## config.mk

```make
export PLATFORM = sky130hd
export DESIGN_NAME = cmd_issuer
export DESIGN_NICKNAME = d
export VERILOG_FILES = /design/src/rtl/cmd_issuer_pkg.sv /design/src/rtl/cmd_issuer_proc_alloc.sv /design/src/rtl/cmd_issuer.sv
export SDC_FILE = /design/constraint.sdc
export NUM_CORES = 1
export LEC_CHECK = 0
export CAP_MARGIN = 20
export CORE_MARGIN = 3
export CORE_UTILIZATION = 53
export CTS_CLUSTER_DIAMETER = 150
export DETAILED_ROUTE_END_ITERATION = 8
export GPL_ROUTABILITY_DRIVEN = 0
export GPL_TIMING_DRIVEN = 0
export PLACE_DENSITY = 0.85
export SKIP_CTS_REPAIR_TIMING = 1
export SYNTH_ARGS = -nofsm -noshare
export SYNTH_HDL_FRONTEND = slang
export SYNTH_SLANG_ARGS = --single-unit
```

## constraint.sdc

```tcl
create_clock -name i_clk -period 5.41 [get_ports i_clk]
set_input_delay 1.082 -clock i_clk [delete_from_list [all_inputs] [get_ports i_clk]]
set_output_delay 1.082 -clock i_clk [all_outputs]
set_load 0.01 [all_outputs]
```

## src/rtl/cmd_issuer_pkg.sv

```systemverilog
// Shared types for the command issue stage: command/scoreboard records,
// processor-count helpers and the issue FSM state encoding.
package cmd_issuer_pkg;

  localparam int unsigned PROC_COUNT = 4;
  localparam int unsigned PROC_IDX_W = (PROC_COUNT > 1) ? $clog2(PROC_COUNT) : 1;
  localparam int unsigned CMD_ID_W   = 8;
  localparam int unsigned OPCODE_W   = 4;

  typedef logic [PROC_COUNT-1:0] proc_mask_t;
  typedef logic [PROC_IDX_W-1:0] proc_idx_t;

  typedef struct packed {
    logic [CMD_ID_W-1:0] cmd_id;
    logic [CMD_ID_W-1:0] dep_id;
    logic                has_dep;
    logic [OPCODE_W-1:0] opcode;
  } cmd_t;

  typedef struct packed {
    logic [CMD_ID_W-1:0] cmd_id;
    proc_idx_t           proc_id;
  } entry_t;

  typedef enum logic [3:0] {
    ST_IDLE,
    ST_DEP_REQ,
    ST_DEP_WAIT,
    ST_GAP,
    ST_ALLOC,
    ST_WR_REQ,
    ST_WR_WAIT,
    ST_DISPATCH,
    ST_FL_REQ,
    ST_FL_WAIT
  } state_t;

endpackage

```

## src/rtl/cmd_issuer_proc_alloc.sv

```systemverilog
// Lowest-index set-bit finder with one-hot decode; used for free-processor
// selection and for done-latch service order.
module proc_alloc
  import cmd_issuer_pkg::*;
(
  input  proc_mask_t req,
  output logic       found,
  output proc_idx_t  idx,
  output proc_mask_t onehot
);

  always_comb begin
    found  = 1'b0;
    idx    = '0;
    onehot = '0;
    // Scan downward so the lowest set bit is the last one written.
    for (int unsigned i = PROC_COUNT; i > 0; i--) begin
      if (req[i-1]) begin
        found = 1'b1;
        idx   = proc_idx_t'(i - 1);
      end
    end
    if (found) onehot = proc_mask_t'(1) << idx;
  end

endmodule

```

## src/rtl/cmd_issuer.sv

```systemverilog
// Issue stage: dependency wait, processor allocation, scoreboard insert and
// completion flush. Optional macro: CMD_ISSUER_DEP_CHECK_EN enables dependency lookups.
module cmd_issuer
  import cmd_issuer_pkg::*;
#(
  parameter int unsigned STALL_CNT_W = 16,
  parameter int unsigned RETRY_GAP   = 2
) (
  input  logic                   i_clk,
  input  logic                   i_rstn,
  input  cmd_t                   i_cmd,
  input  logic                   i_cmd_valid,
  output logic                   o_cmd_ready,
  output proc_mask_t             o_proc_valid,
  output cmd_t                   o_proc_cmd,
  input  proc_mask_t             i_proc_done,
  output entry_t                 o_sb_entry,
  output logic                   o_sb_write,
  output logic                   o_sb_read,
  output logic                   o_sb_flush_val,
  input  logic                   i_sb_ack,
  input  logic                   i_sb_exists,
  output proc_mask_t             o_busy_mask,
  output logic [STALL_CNT_W-1:0] o_stall_cnt
);

`ifdef CMD_ISSUER_DEP_CHECK_EN
  localparam bit DEP_EN = 1'b1;
`else
  localparam bit DEP_EN = 1'b0;
`endif

  localparam int unsigned GAP_W = (RETRY_GAP > 1) ? $clog2(RETRY_GAP) : 1;

  state_t                 state;
  cmd_t                   held;
  logic                   held_valid;
  logic                   started;
  proc_mask_t             busy;
  proc_mask_t             done_latch;
  proc_mask_t             alloc_onehot;
  proc_mask_t             flush_onehot;
  logic [GAP_W-1:0]       gap_cnt;
  logic [STALL_CNT_W-1:0] stall_cnt;

  logic       free_found, pend_found, accept, flush_ack, gap_done;
  proc_idx_t  free_idx, pend_idx;
  proc_mask_t free_onehot, pend_onehot, latch_set, latch_clr;
  cmd_t       issue_cmd;

  proc_alloc u_free (
    .req    (~busy),
    .found  (free_found),
    .idx    (free_idx),
    .onehot (free_onehot)
  );

  proc_alloc u_pend (
    .req    (done_latch),
    .found  (pend_found),
    .idx    (pend_idx),
    .onehot (pend_onehot)
  );

  assign o_cmd_ready = started && (state == ST_IDLE) && !held_valid && (done_latch == '0);
  assign accept      = i_cmd_valid && o_cmd_ready;
  assign issue_cmd   = held_valid ? held : i_cmd;
  assign flush_ack   = (state == ST_FL_WAIT) && i_sb_ack;
  assign gap_done    = (32'(gap_cnt) + 32'd1) >= RETRY_GAP;
  // A completion counts if the processor is busy or is being dispatched right now.
  assign latch_set   = i_proc_done & (busy | o_proc_valid);
  assign latch_clr   = flush_ack ? flush_onehot : '0;
  assign o_busy_mask = busy;
  assign o_stall_cnt = stall_cnt;

  always_ff @(posedge i_clk or negedge i_rstn) begin
    if (!i_rstn) begin
      state          <= ST_IDLE;
      held           <= '0;
      held_valid     <= 1'b0;
      started        <= 1'b0;
      busy           <= '0;
      done_latch     <= '0;
      alloc_onehot   <= '0;
      flush_onehot   <= '0;
      gap_cnt        <= '0;
      stall_cnt      <= '0;
      o_proc_valid   <= '0;
      o_proc_cmd     <= '0;
      o_sb_entry     <= '0;
      o_sb_write     <= 1'b0;
      o_sb_read      <= 1'b0;
      o_sb_flush_val <= 1'b0;
    end else begin
      started        <= 1'b1;
      o_proc_valid   <= '0;
      o_sb_write     <= 1'b0;
      o_sb_read      <= 1'b0;
      o_sb_flush_val <= 1'b0;
      done_latch     <= (done_latch | latch_set) & ~latch_clr;

      case (state)
        ST_IDLE: begin
          if (pend_found) begin
            state          <= ST_FL_REQ;
            flush_onehot   <= pend_onehot;
            o_sb_entry     <= '{cmd_id: '0, proc_id: pend_idx};
            o_sb_flush_val <= 1'b1;
          end else if (held_valid || accept) begin
            if (accept) begin
              held       <= i_cmd;
              held_valid <= 1'b1;
            end
            if (DEP_EN && issue_cmd.has_dep) begin
              state      <= ST_DEP_REQ;
              o_sb_entry <= '{cmd_id: issue_cmd.dep_id, proc_id: '0};
              o_sb_read  <= 1'b1;
            end else begin
              state <= ST_ALLOC;
            end
          end
        end
        ST_DEP_REQ: state <= ST_DEP_WAIT;
        ST_DEP_WAIT: begin
          if (i_sb_ack) begin
            if (i_sb_exists) begin
              if (DEP_EN && stall_cnt != '1) stall_cnt <= stall_cnt + 1'b1;
              gap_cnt <= '0;
              state   <= ST_GAP;
            end else begin
              state <= ST_ALLOC;
            end
          end
        end
        ST_GAP: begin
          if (gap_done) state <= ST_IDLE;
          else          gap_cnt <= gap_cnt + 1'b1;
        end
        ST_ALLOC: begin
          if (free_found) begin
            alloc_onehot <= free_onehot;
            o_sb_entry   <= '{cmd_id: held.cmd_id, proc_id: free_idx};
            o_sb_write   <= 1'b1;
            state        <= ST_WR_REQ;
          end else if (pend_found) begin
            state <= ST_IDLE;
          end
        end
        ST_WR_REQ: state <= ST_WR_WAIT;
        ST_WR_WAIT: begin
          if (i_sb_ack) begin
            o_proc_valid <= alloc_onehot;
            o_proc_cmd   <= held;
            state        <= ST_DISPATCH;
          end
        end
        ST_DISPATCH: begin
          busy       <= busy | alloc_onehot;
          held_valid <= 1'b0;
          state      <= ST_IDLE;
        end
        ST_FL_REQ: state <= ST_FL_WAIT;
        ST_FL_WAIT: begin
          if (i_sb_ack) begin
            busy  <= busy & ~flush_onehot;
            state <= ST_IDLE;
          end
        end
        default: state <= ST_IDLE;
      endcase
    end
  end

endmodule

```

==> results by group, run 1 <==
Outcome
  • Status: finished, final reports clean

Synth
  • Cell taking the most area after synthesis: dfrtp_1
  • Compound-Gate Fraction of Synth Area: 11.6%
  • Synth warnings: 16
  • Syn Area/Cell: 13.0 um2
  • Synth cell types: 46
  • Yosys reg bits: 81
  • Multiplexer share of the synthesized area: 15.8%
  • Synthesized area: 0.00351 mm2
  • Main combinational cell family by area after synthesis: multiplexers
  • FFs w/ async S/R, synth: 100%
  • Post-synthesis adder-cell area fraction: 0%
  • Post-Synth XOR/XNOR Area: 0.250%
  • Cells after Synth: 269
  • Main synth FF type: dfrtp_1
  • Most common cell in the netlist: dfrtp_1
  • Top cells by area, synth: dfrtp_1 (58%), mux2_4 (8.1%), mux2_2 (7.7%)
  • Synth top cells by count: dfrtp_1 (81), mux2_2 (24), mux2_4 (19)
  • Top cell type's share of synthesized area: 57.8%
  • Simple-gate share of the synthesized area: 7.42%
  • Seq/Total Area, Yosys: 57.8%
  • EDFF count, synth: 0

Clock tree
  • Clk Latency, worst-skew pair: 0.35 ns
  • CTS max path bufs: 2
  • Clock tree from TritonCTS: built
  • H-tree levels: 3
  • Root Driver: clkbuf_8
  • Worst-path clk slew: 0.08 ns
  • Clock sinks: 81
  • Num CTS Buffers: 9

Timing
  • Setup total negative slack: 0 ns
  • Min Tclk post-route: 3.46 ns
  • Max-slew violation count: 0
  • Achievable frequency: 0.289 GHz
  • Clock Skews: 0.00787 ns
  • Slew @ Worst Pin: 0.846 ns
  • RSZ-0062 raised after global routing: false
  • Slew Limit Headroom: 43.1%
  • Crit share post-route: 64.0%
  • # setup viols final: 0
  • Final hold viol count: 0
  • Worst Hold Slack: 0.488 ns

Place
  • Input/output buffers: 71
  • Hpwl dp: 5220 um

Route
  • Met2 wire len: 3440 um
  • Max layer used: met4
  • Vias: 2380
  • Antenna viol nets, final: 0
  • DRC: 0
  • Metal3 WL: 530 um
  • Avg WL per Cell: 16.3 um
  • Wire length on met1: 3120 um
  • Total wire length: 7300 um
  • Detailed Routing Iterations Pass 1: 4
  • 1st-iter DRT viols: 151
  • Vias per cell: 5.30

Setup path
  • Slowest cell on crit path: or4_1
  • Crit-path cells: or4_1, nor4b_4, clkdlybuf4s50_1
  • CP Class: reg2out
  • R2R depth: 5
  • CP startpoint kind: flop
  • Max incr delay on CP: 0.66 ns
  • WP depth: 3
  • Reg-to-Reg End: o_sb_entry[5]
  • Crit path required time: 4.33 ns
  • R2r setup slk: 3.03 ns
  • Delay-heaviest family, CP: simple AND/OR/NAND/NOR gates
  • Crit path buffers/inverters: 1
  • CP arrival: 2.38 ns
  • Worst R2R Start: state[3]
  • Worst setup EP type: output port
  • CP Max Fanout: 4
  • Worst setup endpoint: o_cmd_ready
  • Critical path startpoint: state[3]

Cells and area
  • Nets: 398
  • Fin util: 72.1%
  • Share of layout cells above drive strength 1: 23.1%
  • Antenna cells: 0
  • P&R area growth vs syn: 31.4%

Global routing
  • Total congestion overflow: 0
  • Largest net degree at the start of global routing: 70
  • Vias in the first global route: 2464
  • Antenna violations before repair: 0
  • Global-route wire length before repair: 11900 um
  • Gr usage total: 20.6%

Min path
  • Hold Path Depth: 1
  • Hold Startpoint: alloc_onehot[3]
  • Min-Delay Path Class: reg2reg

Power
  • PwrDens: 363 mW/mm2
  • Reg power frac: 46.3%
  • Int Pwr: 1.16 mW
  • Maximum VDD drop: 0.000206 V
  • Gate power share: 25.8%
  • Psw: 0.506 mW
  • Final Power: 1.67 mW
  • Sw frac: 30.3%
  • Clock group share of total power: 27.9%
  • Leakage power: 2.25 nW

Die
  • Top Ports: 89
  • Die Span Y: 87.3 um
  • Starting Density: 54.9%
  • Die area: 0.00763 mm2
  • DIE WIDTH: 87.3 um
  • Core area: 0.00639 mm2
  • # rows: 29

Job
  • Number of max-cap violations: 0
==> registers in the layout, indices dropped and copies added, names as in the netlist <==
signal / flops
held: 21
o_proc_cmd: 21
o_sb_entry: 10
alloc_onehot: 4
done_latch: 4
flush_onehot: 4
o_busy_mask: 4
o_proc_valid: 4
state: 4
gap_cnt: 1
held_valid: 1
o_sb_flush_val: 1
o_sb_write: 1
started: 1
==> layout make-up <==
type	instances	area (um2)
tap	77	96.3
timing repair buffer	72	736
inverter	11	41.3
fill	459	1780
multi-input combinational	162	1300
clock buffer	10	128
clock inverter	5	81.3
buffer	31	199
sequential	81	2030
==> stage by stage <==
step	instance area, um2	setup slack, ns	cells
detailed placement	4400	2.33	434
global placement	4370	0.581	433
finish	4610	1.95	449
global route	4610	1.86	449
floorplan	3570	3.00	285
CTS	4610	1.93	449
==> power groups by stage <==
stage                     combinational [mW]  clock (mW)  sequential [mW]
after CTS                              0.431       0.478            0.772
final                                  0.431       0.466            0.773
after detailed placement               0.429           0            0.784
after floorplan                        0.283           0            0.770
after global routing                   0.478       0.503            0.787
after global placement                 0.414           0            0.775
==> cells in the final DEF, fill, tap and decap left out, types with 3 or more instances in the layout <==
cell type / n
a22oi_1: 4
conb_1: 18
clkdlybuf4s50_1: 70
dfrtp_1: 81
buf_4: 18
o21a_1: 5
inv_1: 10
nand2_1: 13
o21ai_0: 9
a21oi_1: 6
buf_2: 3
mux2_2: 24
nor2_1: 6
a22o_1: 13
clkbuf_8: 9
mux2_4: 19
nand2b_1: 5
clkbuf_1: 10
==> routing by layer <==
metal | global-route usage, % | up-vias
met5 | 0 | -
li1 | - | 1110
met3 | 6.62 | 22
met1 | 27.1 | 1160
met4 | 10.3 | 0
met2 | 30.7 | 88
==> kinds of logic after synthesis <==
logic type             Yosys count
AO/OA/AOI/OAI                   55
XOR/XNOR                         1
buffers and inverters           42
flip-flops                      81
multiplexers                    43
other                            2
AND/OR/NAND/NOR                 45
==> worst register-to-register path: stages, from the launching register on <==
cell and delay, ns:
dfrtp_1 0.41, clkbuf_1 0.23, nor4_1 0.78, a22oi_1 0.31
clkbuf_1 0.31, a22o_1 0.25
==> worst min path at each step <==
| stage | to | slack, ns |
|---|---|---|
| 2_1_floorplan | done_latch[2] | 0.46 |
| 4_1_cts | o_busy_mask[3] | 0.49 |
| 3_3_place_gp | o_sb_entry[1] | 0.47 |
| 6_report | o_busy_mask[3] | 0.49 |
| 5_1_grt | o_busy_mask[3] | 0.51 |
| 3_5_place_dp | o_sb_entry[1] | 0.48 |
Power figures use the tool's default switching activity.
==> run 2: changes to the inputs <==
Settings changed: CORE_UTILIZATION 53 to 44, PLACE_DENSITY 0.85 to 0.76.
Clock period 5.41 ns to 3.1 ns, I/O delays scaled along.
==> run 2 against run 1 <==
Non-clock buffer count unchanged. Sequential cell count unchanged. Sequential power increased by 75%. Global-route usage down 3.6 points. Register-to-register slack worse by 2.3 ns. Clock skew rose by 0.0020 ns. Critical path depth grew 1. Critical endpoint unchanged. Largest cell class unchanged. Highest routed layer unchanged.
==> results by group, run 2 (synthesized netlist as in run 1, its figures left out) <==
Setup path
  • Critical path startpoint: done_latch[2]
  • CP Max Fanout: 6 (+2)
  • CP arrival: 2.37 ns (about the same)
  • CP startpoint kind: flop
  • Worst R2R Start: state[3]
  • Worst setup EP type: output port
  • CP Class: reg2out
  • Crit path required time: 2.48 ns (-1.85 ns)
  • R2r setup slk: 0.74 ns (-2.29 ns)

Cells and area
  • Fill cells: 586 (+28%)
  • Share of layout cells above drive strength 1: 23.4% (+0.27 points)
  • P&R area growth vs syn: 32.3%
  • Most frequent cells in the layout: dfrtp_1 (81), clkdlybuf4s50_1 (70), mux2_2 (24)
  • Commonest non-fill, non-tap cell in the layout: dfrtp_1
  • Final Non-Filler Cells: 471 (+4.9%)
  • Nets: 398 (unchanged)
  • Antenna cells: 0 (unchanged)
  • Largest regs: held (21), o_proc_cmd (21), o_sb_entry (10)

Timing
  • Final hold viol count: 0 (unchanged)
  • RSZ-0062 raised after global routing: false
  • Final worst slack: 0.114 ns (-1.83 ns)
  • # setup viols final: 0 (unchanged)
  • Achievable frequency: 0.335 GHz
  • Clock Skews: 0.00986 ns (+0.00199 ns)
  • Max-slew violation count: 0 (unchanged)
  • Slew @ Worst Pin: 0.840 ns (-0.00612 ns)
  • Crit share post-route: 96.3%
  • Slew Limit Headroom: 43.5% (+0.41 points)
  • Min Tclk post-route: 2.99 ns
  • Setup total negative slack: 0 ns (unchanged)
  • Worst Hold Slack: 0.120 ns (-0.369 ns)

Global routing
  • Global-route wire length before repair: 11800 um (-0.69%)
  • Total congestion overflow: 0 (unchanged)
  • Antenna violations before repair: 0 (unchanged)
  • Vias in the first global route: 2421 (-1.7%)
  • Largest net degree at the start of global routing: 70 (unchanged)
  • Gr usage total: 16.9% (-3.6 points)

Route
  • Detailed Routing Iterations Pass 1: 4 (unchanged)
  • 1st-iter DRT viols: 74 (-51%)
  • Vias: 2385 (+0.21%)
  • Avg WL per Cell: 15.6 um (-4.3%)
  • Vias per cell: 5.06 (-4.5%)
  • Antenna viol nets, final: 0 (unchanged)
  • DRC: 0 (unchanged)
  • Total wire length: 7330 um (+0.38%)

Min path
  • Min-Delay Path Class: in2async

Place
  • Input/output buffers: 71 (unchanged)
  • Hpwl dp: 5080 um (-2.7%)
  • Placed Cells: 456 (+5.1%)
  • Setup Slack @ Placement: 0.478 ns (-1.85 ns)

Clock tree
  • Num CTS Buffers: 9 (unchanged)
  • Clk Latency, worst-skew pair: 0.35 ns (about the same)
  • CTS max path bufs: 2 (unchanged)
  • H-tree levels: 3 (unchanged)
  • Clock tree from TritonCTS: built
  • Worst-path clk slew: 0.08 ns (about the same)
  • Root Driver: clkbuf_8
  • Clock sinks: 81 (unchanged)

Die
  • DIE WIDTH: 95.3 um (+9.1%)
  • # rows: 31 (+6.9%)
  • Top Ports: 89 (unchanged)
  • Core area: 0.00749 mm2 (+17%)
  • Die Span Y: 95.3 um (+9.1%)
  • Die area: 0.00907 mm2 (+19%)
  • Starting Density: 46.8% (-8.1 points)

Power
  • Final Power: 2.90 mW (+74%)
  • PwrDens: 626 mW/mm2 (+73%)
  • Leakage power: 2.26 nW (+0.41%)
  • Maximum VDD drop: 0.000341 V (+66%)

Job
  • Number of max-cap violations: 0 (unchanged)

Outcome
  • Status: finished, final reports clean
-- run 2: final cells by class --
type                       count  area (um2)  share of cell area (%)
buffer                        31         199                    4.29
clock buffer                  13         179                    3.86
clock inverter                 2        35.0                   0.755
inverter                      11        41.3                   0.890
multi-input combinational    162        1300                    28.0
sequential                    81        2030                    43.7
tap                           99         124                    2.67
timing repair buffer          72         736                    15.9
-- run 2: path summary, 6_finish.rpt --
check,endpoint,cells after the start
max in group asynchronous,held[2],2
min in group i_clk,o_busy_mask[1],1
hold reg to reg,o_busy_mask[1],1
setup reg to reg,o_sb_entry[2],5
setup / recovery,o_cmd_ready,4
hold / removal,held[12],1
-- run 2: power by group --
group          leakage, nW  total [mW]  switching (mW)  internal [mW]
registers             1.10        1.35           0.126           1.22
clock network        0.112       0.808           0.353          0.455
logic                 1.05       0.749           0.387          0.362
-- run 2: metrics by stage --
step                      utilization (%)  instance area (um2)
after floorplan                         -                 3570
after global placement               58.8                 4400
after detailed placement             59.1                 4430
after CTS                            62.0                 4640
after global routing                 62.0                 4640
final                                62.0                 4640
-- run 2: per-layer routing --
layer  vias to the layer above  global-route usage [%]  part of all wire (%)
met1                      1170                    21.5                    44
met5                         -                       0                     0
met2                        87                    26.6                    47
met3                        10                    6.95                   8.0
met4                         0                    4.93                   1.3
li1                       1118                       -                     -
-- run 2: worst max-delay path: stages, from the launching register on --
cell and delay (ns):
dfrtp_1 0.41, or4_1 0.52, buf_2 0.19, nor4b_4 0.30
clkdlybuf4s50_1 0.60
==> run 3: changes to the inputs <==
Settings changed: CELL_PAD_IN_SITES_DETAIL_PLACEMENT from default to 1, CELL_PAD_IN_SITES_GLOBAL_PLACEMENT from default to 1, CORE_MARGIN 3 to default, CORE_UTILIZATION 44 to 35, PLACE_DENSITY 0.76 to default, PLACE_DENSITY_LB_ADDON from default to 0.1.
==> run 3 against run 2 <==
Clock-buffer cell count down 3. Non-clock buffer count unchanged. Hold slack better by 0.13 ns. Clock skew about the same. Combinational power up 2%. Total power down 1.0%. First-iteration DRC count up 20%. Via count up 1.4%. Sequential cell count unchanged. Final cell count up 7.2%. Clock power down 5.6%. Global-route usage up 0.17 points.
==> results by group, run 3 (synthesized netlist as in run 1, its figures left out) <==
Outcome
  • Status: finished, final reports clean

Clock tree
  • Clk Latency, worst-skew pair: 0.35 ns (about the same)
  • CTS max path bufs: 2 (unchanged)
  • Num CTS Buffers: 9 (unchanged)
  • Clock tree from TritonCTS: built
  • H-tree levels: 3 (unchanged)
  • Root Driver: clkbuf_8
  • Clock sinks: 81 (unchanged)
  • Worst-path clk slew: 0.08 ns (about the same)

Timing
  • Setup total negative slack: 0 ns (unchanged)
  • # setup viols final: 0 (unchanged)
  • Clock Skews: 0.00954 ns (-0.000326 ns)
  • Max-slew violation count: 0 (unchanged)
  • Final hold viol count: 0 (unchanged)
  • Crit share post-route: 96.6% (+0.27 points)
  • Slew @ Worst Pin: 0.849 ns (+0.00910 ns)
  • Worst Hold Slack: 0.248 ns (+0.128 ns)
  • Slew Limit Headroom: 42.9% (-0.61 points)
  • Final worst slack: 0.106 ns (-0.00833 ns)
  • Achievable frequency: 0.334 GHz (-0.28%)
  • Min Tclk post-route: 2.99 ns (+0.00833 ns)
  • RSZ-0062 raised after global routing: false

Route
  • Vias: 2419 (+1.4%)
  • Avg WL per Cell: 15.7 um (+1.2%)
  • Antenna viol nets, final: 0 (unchanged)
  • DRC: 0 (unchanged)
  • 1st-iter DRT viols: 89 (+20%)
  • Vias per cell: 4.79 (-5.4%)
  • Detailed Routing Iterations Pass 1: 4 (unchanged)
  • Total wire length: 7950 um (+8.5%)

Power
  • Reg power frac: 46.9% (+0.5 points)
  • Final Power: 2.87 mW (-1.0%)
  • Maximum VDD drop: 0.000198 V (-42%)
  • Sw frac: 31.5% (+1.7 points)
  • Leakage power: 2.24 nW (-0.74%)
  • PwrDens: 618 mW/mm2 (-1.3%)
  • Psw: 0.905 mW (+4.5%)
  • Clock group share of total power: 26.5% (-1.3 points)
  • Gate power share: 26.5% (+0.7 points)
  • Int Pwr: 1.97 mW (-3.3%)

Die
  • # rows: 36 (+16%)
  • Die area: 0.0104 mm2 (+15%)
  • Core area: 0.00973 mm2 (+30%)
  • Top Ports: 89 (unchanged)
  • Die Span Y: 102 um (+7.2%)
  • Starting Density: 36.0% (-11 points)
  • DIE WIDTH: 102 um (+7.2%)

Cells and area
  • Share of layout cells above drive strength 1: 23.4% (unchanged)
  • Commonest non-fill, non-tap cell in the layout: dfrtp_1
  • Post-route cell area: 0.00465 mm2 (+0.32%)
  • P&R area growth vs syn: 32.8%
  • Most frequent cells in the layout: dfrtp_1 (81), clkdlybuf4s50_1 (70), mux2_2 (24)
  • Largest regs: held (21), o_proc_cmd (21), o_sb_entry (10)
  • Nets: 398 (unchanged)
  • Antenna cells: 0 (unchanged)

Setup path
  • CP Max Fanout: 4 (-2)
  • R2r setup slk: 0.73 ns (about the same)
  • Reg-to-Reg End: o_sb_entry[7]
  • Worst R2R Start: state[2]
  • Crit path required time: 2.48 ns (about the same)
  • CP arrival: 2.37 ns (about the same)
  • Worst setup EP type: output port
  • CP Class: reg2out
  • CP startpoint kind: flop
  • Critical path startpoint: state[2]
  • R2R depth: 5 (unchanged)

Global routing
  • Gr usage total: 17.1% (+0.17 points)
  • Global-route wire length before repair: 13200 um (+12%)
  • Total congestion overflow: 0 (unchanged)
  • Antenna violations before repair: 0 (unchanged)
  • Vias in the first global route: 2534 (+4.7%)
  • Largest net degree at the start of global routing: 42 (-40%)

Place
  • Input/output buffers: 71 (unchanged)
  • Placed Area: 0.00446 mm2 (+0.79%)
  • Hpwl dp: 5710 um (+12%)
  • Setup Slack @ Placement: 0.461 ns (-0.0168 ns)

Min path
  • Min-Delay Path Class: in2async

Job
  • Number of max-cap violations: 0 (unchanged)
## run 3: cell types whose count changed in the layout (fill, tap and decap cells not counted), sizes merged
cell	delta
clkbuf	-3
clkinv	+2
clkinvlp	+1
## run 3: worst max-delay path: stages (launching register included)
cell,delay [ns]
dfrtp_1,0.40
or4_1,0.68
nor4b_4,0.36
clkdlybuf4s50_1,0.59
## run 3: layout make-up
cell class	count	area, um2
Buffer	31	199
Clock buffer	10	138
Inverter	11	41.3
Tap cell	133	166
Multi-Input combinational cell	162	1300
Clock inverter	5	56.3
Fill cell	1054	5070
Sequential cell	81	2030
Timing Repair Buffer	72	728
## run 3: how the worst max path moves through the flow
stage,to,slack (ns),cells past startpoint
5_1_grt,o_cmd_ready,0.02,3
3_3_place_gp,o_proc_cmd[17],-1.62,1
6_report,o_cmd_ready,0.11,3
4_1_cts,o_cmd_ready,0.06,3
3_5_place_dp,o_cmd_ready,0.46,3
2_1_floorplan,held[0],1.04,6
## run 3: metrics by stage
| stage | std cells | utilization [%] |
|---|---|---|
| 2_1_floorplan | 285 | - |
| 5_1_grt | 505 | 47.8 |
| 3_3_place_gp | 489 | 45.7 |
| 6_report | 505 | 47.8 |
| 3_5_place_dp | 490 | 45.8 |
| 4_1_cts | 505 | 47.8 |
## run 3: power groups by stage
stage,Combinational (mW),Sequential [mW],Clock (mW)
6_report,0.763,1.35,0.763
5_1_grt,0.861,1.38,0.838
4_1_cts,0.773,1.35,0.799
3_5_place_dp,0.770,1.37,0
3_3_place_gp,0.752,1.36,0
2_1_floorplan,0.495,1.34,0
## run 3: metal layers
metal | track usage (%) | part of all wire (%)
met1 | 22.0 | 44
met2 | 26.5 | 48
met3 | 6.91 | 7.0
met4 | 5.27 | 0.98
met5 | 0 | 0
